==> src/rtl/uart_tx_dev_pkg.sv <==
// uart_tx_dev_pkg: register map, register bit positions and transmitter FSM encoding
package uart_tx_dev_pkg;

    localparam int BYTE_W = 8;

    localparam logic [1:0] REG_DATA   = 2'd0;
    localparam logic [1:0] REG_CTRL   = 2'd1;
    localparam logic [1:0] REG_STATUS = 2'd2;
    localparam logic [1:0] REG_DIV    = 2'd3;

    localparam int CTRL_EN = 0;
    localparam int CTRL_IM = 1;

    localparam int ST_EMPTY = 0;
    localparam int ST_FULL  = 1;
    localparam int ST_BUSY  = 2;
    localparam int ST_OVF   = 3;
    localparam int ST_COUNT = 8;

    typedef enum logic [1:0] {
        IDLE  = 2'd0,
        START = 2'd1,
        DATA  = 2'd2,
        STOP  = 2'd3
    } tx_state_e;

endpackage

==> src/rtl/uart_tx_fifo.sv <==
// uart_tx_fifo: circular byte FIFO with explicit occupancy count; a pop frees room for a same-cycle push
module uart_tx_fifo
    import uart_tx_dev_pkg::*;
#(
    parameter int FIFO_DEPTH = 8
) (
    input  logic                         clk,
    input  logic                         reset,
    input  logic                         push,
    input  logic                         pop,
    input  logic [BYTE_W-1:0]            din,
    output logic [BYTE_W-1:0]            dout,
    output logic [$clog2(FIFO_DEPTH):0]  count,
    output logic                         full,
    output logic                         empty
);

    localparam int AW = $clog2(FIFO_DEPTH);

    logic [BYTE_W-1:0] mem_q [FIFO_DEPTH];
    logic [BYTE_W-1:0] mem_d [FIFO_DEPTH];
    logic [AW-1:0]     wr_ptr_q, wr_ptr_d;
    logic [AW-1:0]     rd_ptr_q, rd_ptr_d;
    logic [AW:0]       count_q, count_d;
    logic              do_wr, do_rd;

    assign full  = count_q[AW];
    assign empty = count_q == '0;
    assign do_rd = pop & ~empty;
    assign do_wr = push & (~full | do_rd);
    assign dout  = mem_q[rd_ptr_q];
    assign count = count_q;

    // Next storage, pointers (wrap naturally at the power-of-two depth) and occupancy
    always_comb begin
        mem_d = mem_q;
        if (do_wr) mem_d[wr_ptr_q] = din;
        wr_ptr_d = wr_ptr_q + {{(AW-1){1'b0}}, do_wr};
        rd_ptr_d = rd_ptr_q + {{(AW-1){1'b0}}, do_rd};
        count_d  = count_q + {{AW{1'b0}}, do_wr} - {{AW{1'b0}}, do_rd};
    end

    // FIFO state registers
    always_ff @(posedge clk or negedge reset) begin
        if (!reset) begin
            mem_q    <= '{default: '0};
            wr_ptr_q <= '0;
            rd_ptr_q <= '0;
            count_q  <= '0;
        end else begin
            mem_q    <= mem_d;
            wr_ptr_q <= wr_ptr_d;
            rd_ptr_q <= rd_ptr_d;
            count_q  <= count_d;
        end
    end

endmodule

==> src/rtl/uart_tx_dev.sv <==
// uart_tx_dev: memory-mapped 8N1 UART transmitter with TX FIFO, programmable baud divisor and drain IRQ
module uart_tx_dev
    import uart_tx_dev_pkg::*;
#(
    parameter int               FIFO_DEPTH = 8,
    parameter int               DIV_W      = 16,
    parameter logic [DIV_W-1:0] DIV_RESET  = 16'd434
) (
    input  logic        clk,
    input  logic        reset,
    input  logic [31:2] Addr,
    input  logic        WE,
    input  logic [31:0] Din,
    output logic [31:0] Dout,
    output logic        IRQ,
    output logic        tx
);

    localparam int CW = $clog2(FIFO_DEPTH) + 1;

    tx_state_e         state_q, state_d;
    logic [2:0]        bit_cnt_q, bit_cnt_d;
    logic [BYTE_W-1:0] shift_q, shift_d;
    logic [DIV_W-1:0]  baud_q, baud_d;
    logic [DIV_W-1:0]  div_q, div_d;
    logic [DIV_W-1:0]  reload;
    logic              en_q, en_d;
    logic              im_q, im_d;
    logic              ovf_q, ovf_d;
    logic              irq_q, irq_d;
    logic [BYTE_W-1:0] fifo_dout;
    logic [CW-1:0]     fifo_count;
    logic              fifo_full, fifo_empty;
    logic              wr_data, wr_ctrl, wr_status, wr_div;
    logic              push, pop, tick, busy;
    logic [31:0]       status, ctrl;
    logic              unused_bits;

    assign unused_bits = ^{Addr[31:4], Din};

    assign wr_data   = WE && Addr[3:2] == REG_DATA;
    assign wr_ctrl   = WE && Addr[3:2] == REG_CTRL;
    assign wr_status = WE && Addr[3:2] == REG_STATUS;
    assign wr_div    = WE && Addr[3:2] == REG_DIV;

    assign push   = wr_data;
    assign pop    = state_q == IDLE && en_q && !fifo_empty;
    assign tick   = baud_q == '0;
    assign reload = (div_q == '0) ? '0 : div_q - 1'b1;

    uart_tx_fifo #(
        .FIFO_DEPTH(FIFO_DEPTH)
    ) u_fifo (
        .clk  (clk),
        .reset(reset),
        .push (push),
        .pop  (pop),
        .din  (Din[BYTE_W-1:0]),
        .dout (fifo_dout),
        .count(fifo_count),
        .full (fifo_full),
        .empty(fifo_empty)
    );

    // Control/divisor writes, sticky overflow (a same-cycle pop makes room, so no overflow) and IRQ condition
    always_comb begin
        en_d  = wr_ctrl ? Din[CTRL_EN] : en_q;
        im_d  = wr_ctrl ? Din[CTRL_IM] : im_q;
        div_d = wr_div ? Din[DIV_W-1:0] : div_q;
        ovf_d = wr_status ? 1'b0 : ovf_q | (push & fifo_full & ~pop);
        irq_d = im_q & fifo_empty & ~busy;
    end

    // Next FSM state: every non-idle state advances on a baud tick
    always_comb begin
        state_d = state_q;
        case (state_q)
            IDLE:    if (pop) state_d = START;
            START:   if (tick) state_d = DATA;
            DATA:    if (tick && bit_cnt_q == 3'd7) state_d = STOP;
            STOP:    if (tick) state_d = IDLE;
            default: state_d = IDLE;
        endcase
    end

    // Baud counter reload on frame start and every tick; shift register and bit index advance per data bit
    always_comb begin
        baud_d    = (pop || tick) ? reload : busy ? baud_q - 1'b1 : baud_q;
        shift_d   = pop ? fifo_dout : (state_q == DATA && tick) ? shift_q >> 1 : shift_q;
        bit_cnt_d = pop ? 3'd0 : (state_q == DATA && tick) ? bit_cnt_q + 3'd1 : bit_cnt_q;
    end

    // Line output and busy flag decoded from the current state
    always_comb begin
        busy = state_q != IDLE;
        tx   = (state_q == START) ? 1'b0 : (state_q == DATA) ? shift_q[0] : 1'b1;
    end

    // Combinational read mux over the four registers
    always_comb begin
        status                 = '0;
        status[ST_EMPTY]       = fifo_empty;
        status[ST_FULL]        = fifo_full;
        status[ST_BUSY]        = busy;
        status[ST_OVF]         = ovf_q;
        status[ST_COUNT +: CW] = fifo_count;
        ctrl                   = '0;
        ctrl[CTRL_EN]          = en_q;
        ctrl[CTRL_IM]          = im_q;
        Dout = (Addr[3:2] == REG_CTRL)   ? ctrl :
               (Addr[3:2] == REG_STATUS) ? status :
               (Addr[3:2] == REG_DIV)    ? {{(32-DIV_W){1'b0}}, div_q} : 32'd0;
    end

    assign IRQ = irq_q;

    // State register; asynchronous reset aborts any frame in progress
    always_ff @(posedge clk or negedge reset) begin
        if (!reset) begin
            state_q   <= IDLE;
            bit_cnt_q <= '0;
            shift_q   <= '0;
            baud_q    <= '0;
            div_q     <= DIV_RESET;
            en_q      <= 1'b0;
            im_q      <= 1'b0;
            ovf_q     <= 1'b0;
            irq_q     <= 1'b0;
        end else begin
            state_q   <= state_d;
            bit_cnt_q <= bit_cnt_d;
            shift_q   <= shift_d;
            baud_q    <= baud_d;
            div_q     <= div_d;
            en_q      <= en_d;
            im_q      <= im_d;
            ovf_q     <= ovf_d;
            irq_q     <= irq_d;
        end
    end

endmodule
==> config.mk <==
export PLATFORM = sky130hd
export DESIGN_NAME = uart_tx_dev
export DESIGN_NICKNAME = d
export VERILOG_FILES = /design/src/rtl/uart_tx_dev_pkg.sv /design/src/rtl/uart_tx_fifo.sv /design/src/rtl/uart_tx_dev.sv
export SDC_FILE = /design/constraint.sdc
export NUM_CORES = 1
export LEC_CHECK = 0
export BUFFER_PORTS_ARGS = -buffer_cell sky130_fd_sc_hd__buf_2
export CAP_MARGIN = 20
export CORE_UTILIZATION = 29
export CTS_CLUSTER_DIAMETER = 200
export CTS_CLUSTER_SIZE = 16
export DETAILED_ROUTE_END_ITERATION = 6
export GPL_TIMING_DRIVEN = 0
export PLACE_DENSITY = 0.47
export SLEW_MARGIN = 10
export SYNTH_ARGS = -nofsm -noshare
export SYNTH_HDL_FRONTEND = slang
export SYNTH_SLANG_ARGS = --single-unit
==> constraint.sdc <==
create_clock -name clk -period 2.1 [get_ports clk]
set_clock_uncertainty 0.05 [all_clocks]
set_input_delay 0.21 -clock clk [delete_from_list [all_inputs] [get_ports clk]]
set_output_delay 0.21 -clock clk [all_outputs]
set_load 0.1 [all_outputs]
* After elaboration in Yosys (flattened, before gate mapping)
Cells that the tools add are included.
** Word-level totals
- Bits in registers :: 123
- Input port bits :: 65
- Output and inout port bits :: 34
- Word-level logic and storage cells :: 99
** Cells by class
- Add/subtract/negate cells :: 7
- Magnitude comparators :: 3
- Equal/unequal tests :: 11
- Multiplexer cells :: 24
- Bitwise logic cells :: 14
- Reduce and logical (&&, ||, !) cells :: 20
** Operators by type and width (number)
- 2-to-1 mux 16 bit :: 6
- bitwise mux 64 bit :: 1
- 2-to-1 mux 8 bit :: 5
- logical NOT 16 bit :: 2
- subtractor 16 x 1 -> 16 bit, second input constant :: 2
- binary-select mux 8 bit (select 3 bit) :: 1
- demux 8 bit (select 3 bit) :: 1
- logical AND 1 bit :: 9
- == test 2 bit, second input constant :: 4
- greater-or-equal comparator 4 bit, second input constant :: 2
- 2-to-1 mux 2 bit :: 4
- != test 2 bit, second input constant :: 4
- NOT 3 -> 4 bit :: 2
- one-hot mux 2 bit (4 select lines) :: 1
- adder 3 x 1 -> 3 bit :: 2
- AND 1 bit :: 6
- 2-to-1 mux 3 bit :: 2
- nonzero test 2 bit :: 3
- adder 4 x 1 -> 4 bit :: 1
- == test 2 x 1 -> 1 bit, second input constant :: 2
- logical NOT 2 bit :: 2
- logical NOT 4 bit :: 1
- less-than comparator 4 x 1 -> 1 bit, second input constant :: 1
- NOT 1 bit :: 4
- other kinds (8) :: 11

* Longest topological paths before layout
- Depth in word-level cells :: 8
- Depth in mapped cells :: 11
- Mapped depth without buffers :: 11

* Modules after synthesis
A second synthesis with hierarchy kept.
** Second synthesis, totals
- Cell total of the unflattened synthesis :: 512
- Area, all modules :: 6473.7 sq um
** By module, submodules not included
- uart_tx_fifo :: instances 1, cells each 211, area each 3443.3 sq um, sequential area each 1851.8 sq um
- uart_tx_dev :: instances 1, cells each 301, area each 3030.4 sq um, sequential area each 1232.4 sq um

* Worst setup path before layout
OpenSTA, ideal clock, no wires.
- Kind :: input to output
- Start :: input Addr[2] (netlist name)
- End :: output Dout[11]
- Arrival time :: 3.026 ns
- Data required time :: 1.840 ns
- Slack :: -1.186 ns
- Stages :: 4
- Path buffers :: 2
- Path through :: buf_1 -> clkbuf_1 -> nand2_1 -> a21boi_0
** Between the ends
- Longest elaborated chain between the ends :: 4
- Elaborated cells on any way between the ends :: 6
- Those cells by class :: eq/ne: 3; mux: 3
** RTL lines
- start, declared :: line uart_tx_dev.sv:11 : input logic [31:2] Addr,
- == test 2 bit :: line uart_tx_dev.sv:112 : (Addr[3:2] == REG_DIV) ? {{(32-DIV_W){1'b0}}, div_q} : 32'd0;
- 2-to-1 mux 16 bit :: line uart_tx_dev.sv:112
- 2-to-1 mux 16 bit :: line uart_tx_dev.sv:111 : (Addr[3:2] == REG_STATUS) ? status :
- 2-to-1 mux 16 bit (*) :: line uart_tx_dev.sv:110 : Dout = (Addr[3:2] == REG_CTRL) ? ctrl :
- end, declared :: line uart_tx_dev.sv:14 : output logic [31:0] Dout,
Every way passes the cells marked *; elsewhere a longest branch is shown, timed or not.

* Worst setup path after layout
- Start :: register u_fifo.count_q[2] (netlist: u_fifo.count[2])
- End :: register u_fifo.mem_q[14] (netlist name)
** Between the ends
- Longest elaborated chain between the ends :: 6
- Elaborated cells on any way between the ends :: 7
- Those cells by class :: bitwise: 4; reduce/logical: 3
** RTL lines
- start, declared :: line uart_tx_fifo.sv:24 : logic [AW:0] count_q, count_d;
- start signal, assigned :: line uart_tx_fifo.sv:54 : count_q <= count_d;
- logical NOT 4 bit (*) :: line uart_tx_fifo.sv:28 : assign empty = count_q == '0;
- logical NOT 1 bit :: line uart_tx_dev.sv:47 : assign pop = state_q == IDLE && en_q && !fifo_empty;
- logical AND 1 bit :: line uart_tx_dev.sv:47
- AND 1 bit (*) :: line uart_tx_fifo.sv:29 : assign do_rd = pop & ~empty;
- OR 1 bit (*) :: line uart_tx_fifo.sv:30 : assign do_wr = push & (~full | do_rd);
- AND 1 bit (*) :: line uart_tx_fifo.sv:30
- end signal, assigned :: line uart_tx_fifo.sv:51 : mem_q <= mem_d;
- end, declared :: line uart_tx_fifo.sv:20 : logic [BYTE_W-1:0] mem_q [FIFO_DEPTH];
Marked as above.
A chain may end at the register's enable or synchronous reset.

==> impl_metrics.env <==
export IMPL_critical_path_required_ns=2.35
export IMPL_place_congestion=0.8061
export IMPL_cts_root_buffer="clkbuf_16"
export IMPL_syn_inst=536
export IMPL_hpwl_um=11380
export IMPL_switching_share=0.3684
export IMPL_ir_worst_vdd_v=0.0006039
export IMPL_final_util=0.4089
export IMPL_grt_pass1_wl_um=28030
export IMPL_drc=0
export IMPL_std_cell_rows=54
export IMPL_via_per_inst=4.902
export IMPL_yosys_cell_types_count=69
export IMPL_finalCriticalPeriod_ns=2.323
export IMPL_drt_pass1_iter_count=4
export IMPL_ys_seq_elements=123
export IMPL_syn_to_final_growth_pct=36.35
export IMPL_p_per_area_mw_per_mm2=1374
export IMPL_numClockSinks=123
export IMPL_combPwrFrac=0.435
export IMPL_switching_power_mw=4.572
export IMPL_dieArea_mm2=0.02346
export IMPL_drt_iter0_markers=236
export IMPL_ys_seq_area_frac=0.4654
export IMPL_nets=755
export IMPL_postSynth_asyncResetShare=1.000
export IMPL_drive_above_1_share=0.4993
export IMPL_post_synth_instance_area_mm2=0.006626
export IMPL_core_area_mm2=0.02209
export IMPL_internal_power_mw=7.837
export IMPL_hp_class="in2reg"
export IMPL_die_y_um=153.2
export IMPL_pwr_share_clk=0.243
export IMPL_antenna_found_initial=0
export IMPL_worstMarginPinSlew_ns=0.9491
export IMPL_ios=99
export IMPL_initial_core_util=0.2999
export IMPL_finalSetupViolCount=88
export IMPL_synth_top_area_cell="dfrtp_1"
export IMPL_synthTopCellsByCount="118 x dfrtp_1, 50 x mux2_2, 24 x mux2_4"
export IMPL_syn_avg_cell_area_um2=12.36
export IMPL_cp_start_kind="register"
export IMPL_ant_nets=0
export IMPL_max_freq_mhz=430.6
export IMPL_synth_most_common_cell="dfrtp_1"
export IMPL_power_total_mw=12.41
export IMPL_outcome="finished with violations"
export IMPL_drt_wl_total_um=17460
export IMPL_synth_top_area_frac=0.4456
export IMPL_port_buffers=36
export IMPL_via_count=4721
export IMPL_cp_data_arrival_time_ns=2.57
export IMPL_end_kind="register"
export IMPL_hold_violations=0
export IMPL_violations="negative setup slack"
export IMPL_overflow=0
export IMPL_worstPathMaxFanout=8
export IMPL_clk_latency_ns=0.41
export IMPL_yosys_warnings=0
export IMPL_seqPwrFrac=0.322
export IMPL_cap_violations=0
export IMPL_clk_pin_slew_ns=0.06
export IMPL_htree_levels=4
export IMPL_criticalPathCategory="reg2reg"
export IMPL_setup_tns_final_ns=-14.69
export IMPL_antenna_cells=0
export IMPL_first_global_vias=4966
export IMPL_slew_headroom=0.3672
export IMPL_fp_dieW_um=153.2
export IMPL_cts_tree="built"
export IMPL_numCtsBuffers=17
export IMPL_layout_setup_ws_ns=-0.2226
export IMPL_cts_buffer_depth=2
export IMPL_avgRoutedWirePerCell_um=18.13
export IMPL_synth_area_top_cells="dfrtp_1 45%, mux2_2 8.5%, mux2_4 5.4%, mux4_2 5.4%, ha_1 3.6%"
export IMPL_period_share=1.106
export IMPL_grt_use_total=0.1553
export IMPL_synth_flop_cell="dfrtp_1"
export IMPL_grt_max_degree=94
export IMPL_p_leak_nw=4.120
export IMPL_rsz0062_at_grt="yes"
export IMPL_synth_edf_count=0
export IMPL_drv_slew=0
[power by group through the flow]
stage	registers, mW	logic [mW]	clock network (mW)
after floorplan	3.74	3.27	0
after global placement	3.90	3.98	0
after detailed placement	3.95	4.07	0
after CTS	3.97	4.81	3.08
after global routing	4.12	5.81	3.20
final	4.00	5.40	3.02
[kinds of logic after synthesis]
| logic type | Yosys count | share of synthesized area |
|---|---|---|
| xor+xnor | 19 | 0.02511 |
| other cells | 1 | 0.0005659 |
| buf+inv | 62 | 0.04796 |
| mux | 114 | 0.2317 |
| simple gates | 126 | 0.1191 |
| fa+ha+maj | 20 | 0.03890 |
| compound gates | 71 | 0.07119 |
| flops | 123 | 0.4654 |
[layout by cell type (no fill, tap or decap), types with 11 or more instances in the layout]
master and instances:
a21oi_1 11, buf_2 34, buf_4 56, buf_6 16
clkbuf_16 19, conb_1 16, dfrtp_1 117, ha_1 11
inv_1 12, mux2_2 50, mux2_4 32, mux2i_1 15
mux4_2 16, nand2_1 12, nand3_1 12, nor2_1 17
o21ai_0 12, xnor2_1 12
[per-stage QoR]
stage               setup WS, ns  hold slack, ns  std cells  area, um^2
detailed placement       -0.5834         0.07440        868        7351
finish                   -0.2226          0.1399        963        9035
global route             -0.3237          0.1385        963        9035
global placement         -0.7978          0.3976        867        7317
CTS                      -0.2985          0.1268        939        8625
floorplan                -0.1505         -0.1356        551        6787
[repair_timing]
action / in CTS / in global routing
buffers inserted: 28 / 24
endpoints found under the setup margin: 98 / 103
cloned: 2 / 1
hold buffers: 9 / 0
endpoints found under the hold margin: 38 / 0
gates resized for setup: 87 / 52
pin swaps: 13 / 12
[area by class of cell]
type,instances,area [um^2]
Fill cell,2060,13060
Multi-Input combinational cell,366,3726
Sequential cell,123,3085
Timing Repair Buffer,100,833.3
Clock buffer,19,432.9
Buffer,41,352.8
Tap cell,280,350.3
Clock inverter,13,165.2
Inverter,21,88.84
[path summary, 6_finish.rpt]
path                                           start                            to  slack, ns  cells after the start
max in group asynchronous                      reset  u_fifo.rd_ptr_q[2]$_DFF_PN0_       1.02                      3
min                                           Din[5]  u_fifo.mem_q[53]$_DFFE_PN0P_       0.14                      2
max reg2reg                u_fifo.count[2]$_DFF_PN0_  u_fifo.mem_q[14]$_DFFE_PN0P_      -0.22                     10
min in group asynchronous                      reset         div_q[10]$_DFFE_PN0P_       0.20                      2
max                        u_fifo.count[2]$_DFF_PN0_  u_fifo.mem_q[14]$_DFFE_PN0P_      -0.22                     10
min reg2reg                   shift_q[7]$_DFFE_PN0P_        shift_q[7]$_DFFE_PN0P_       0.45                      2
[metal layers]
metal	global-route usage	part of all wire	vias to the layer above	routed length, um
li1	-	-	2205	-
met1	0.2052	0.44	2394	7766
met2	0.2570	0.50	105	8722
met3	0.02694	0.040	17	695
met4	0.05099	0.016	0	277
met5	0	0	-	0
[critical path: stages (launching register included)]
cell and delay (ns):
dfrtp_1 0.39, inv_2 0.08, ha_4 0.12, or3b_4 0.42, nand3_4 0.11, inv_8 0.06
o21ai_4 0.19, inv_4 0.09, and4b_1 0.21, buf_6 0.16, mux2_4 0.30
[flip-flops by register name, summed over array words and instances (netlist names), 2 cells and up]
| name | count |
|---|---|
| shift_q | 8 |
| u_fifo.rd_ptr_q | 3 |
| u_fifo.wr_ptr_q | 3 |
| baud_q | 16 |
| state_q | 2 |
| u_fifo.count | 4 |
| u_fifo.mem_q | 64 |
| bit_cnt_q | 3 |
| div_q | 16 |
Note: power is estimated with default switching activity, not from simulation.
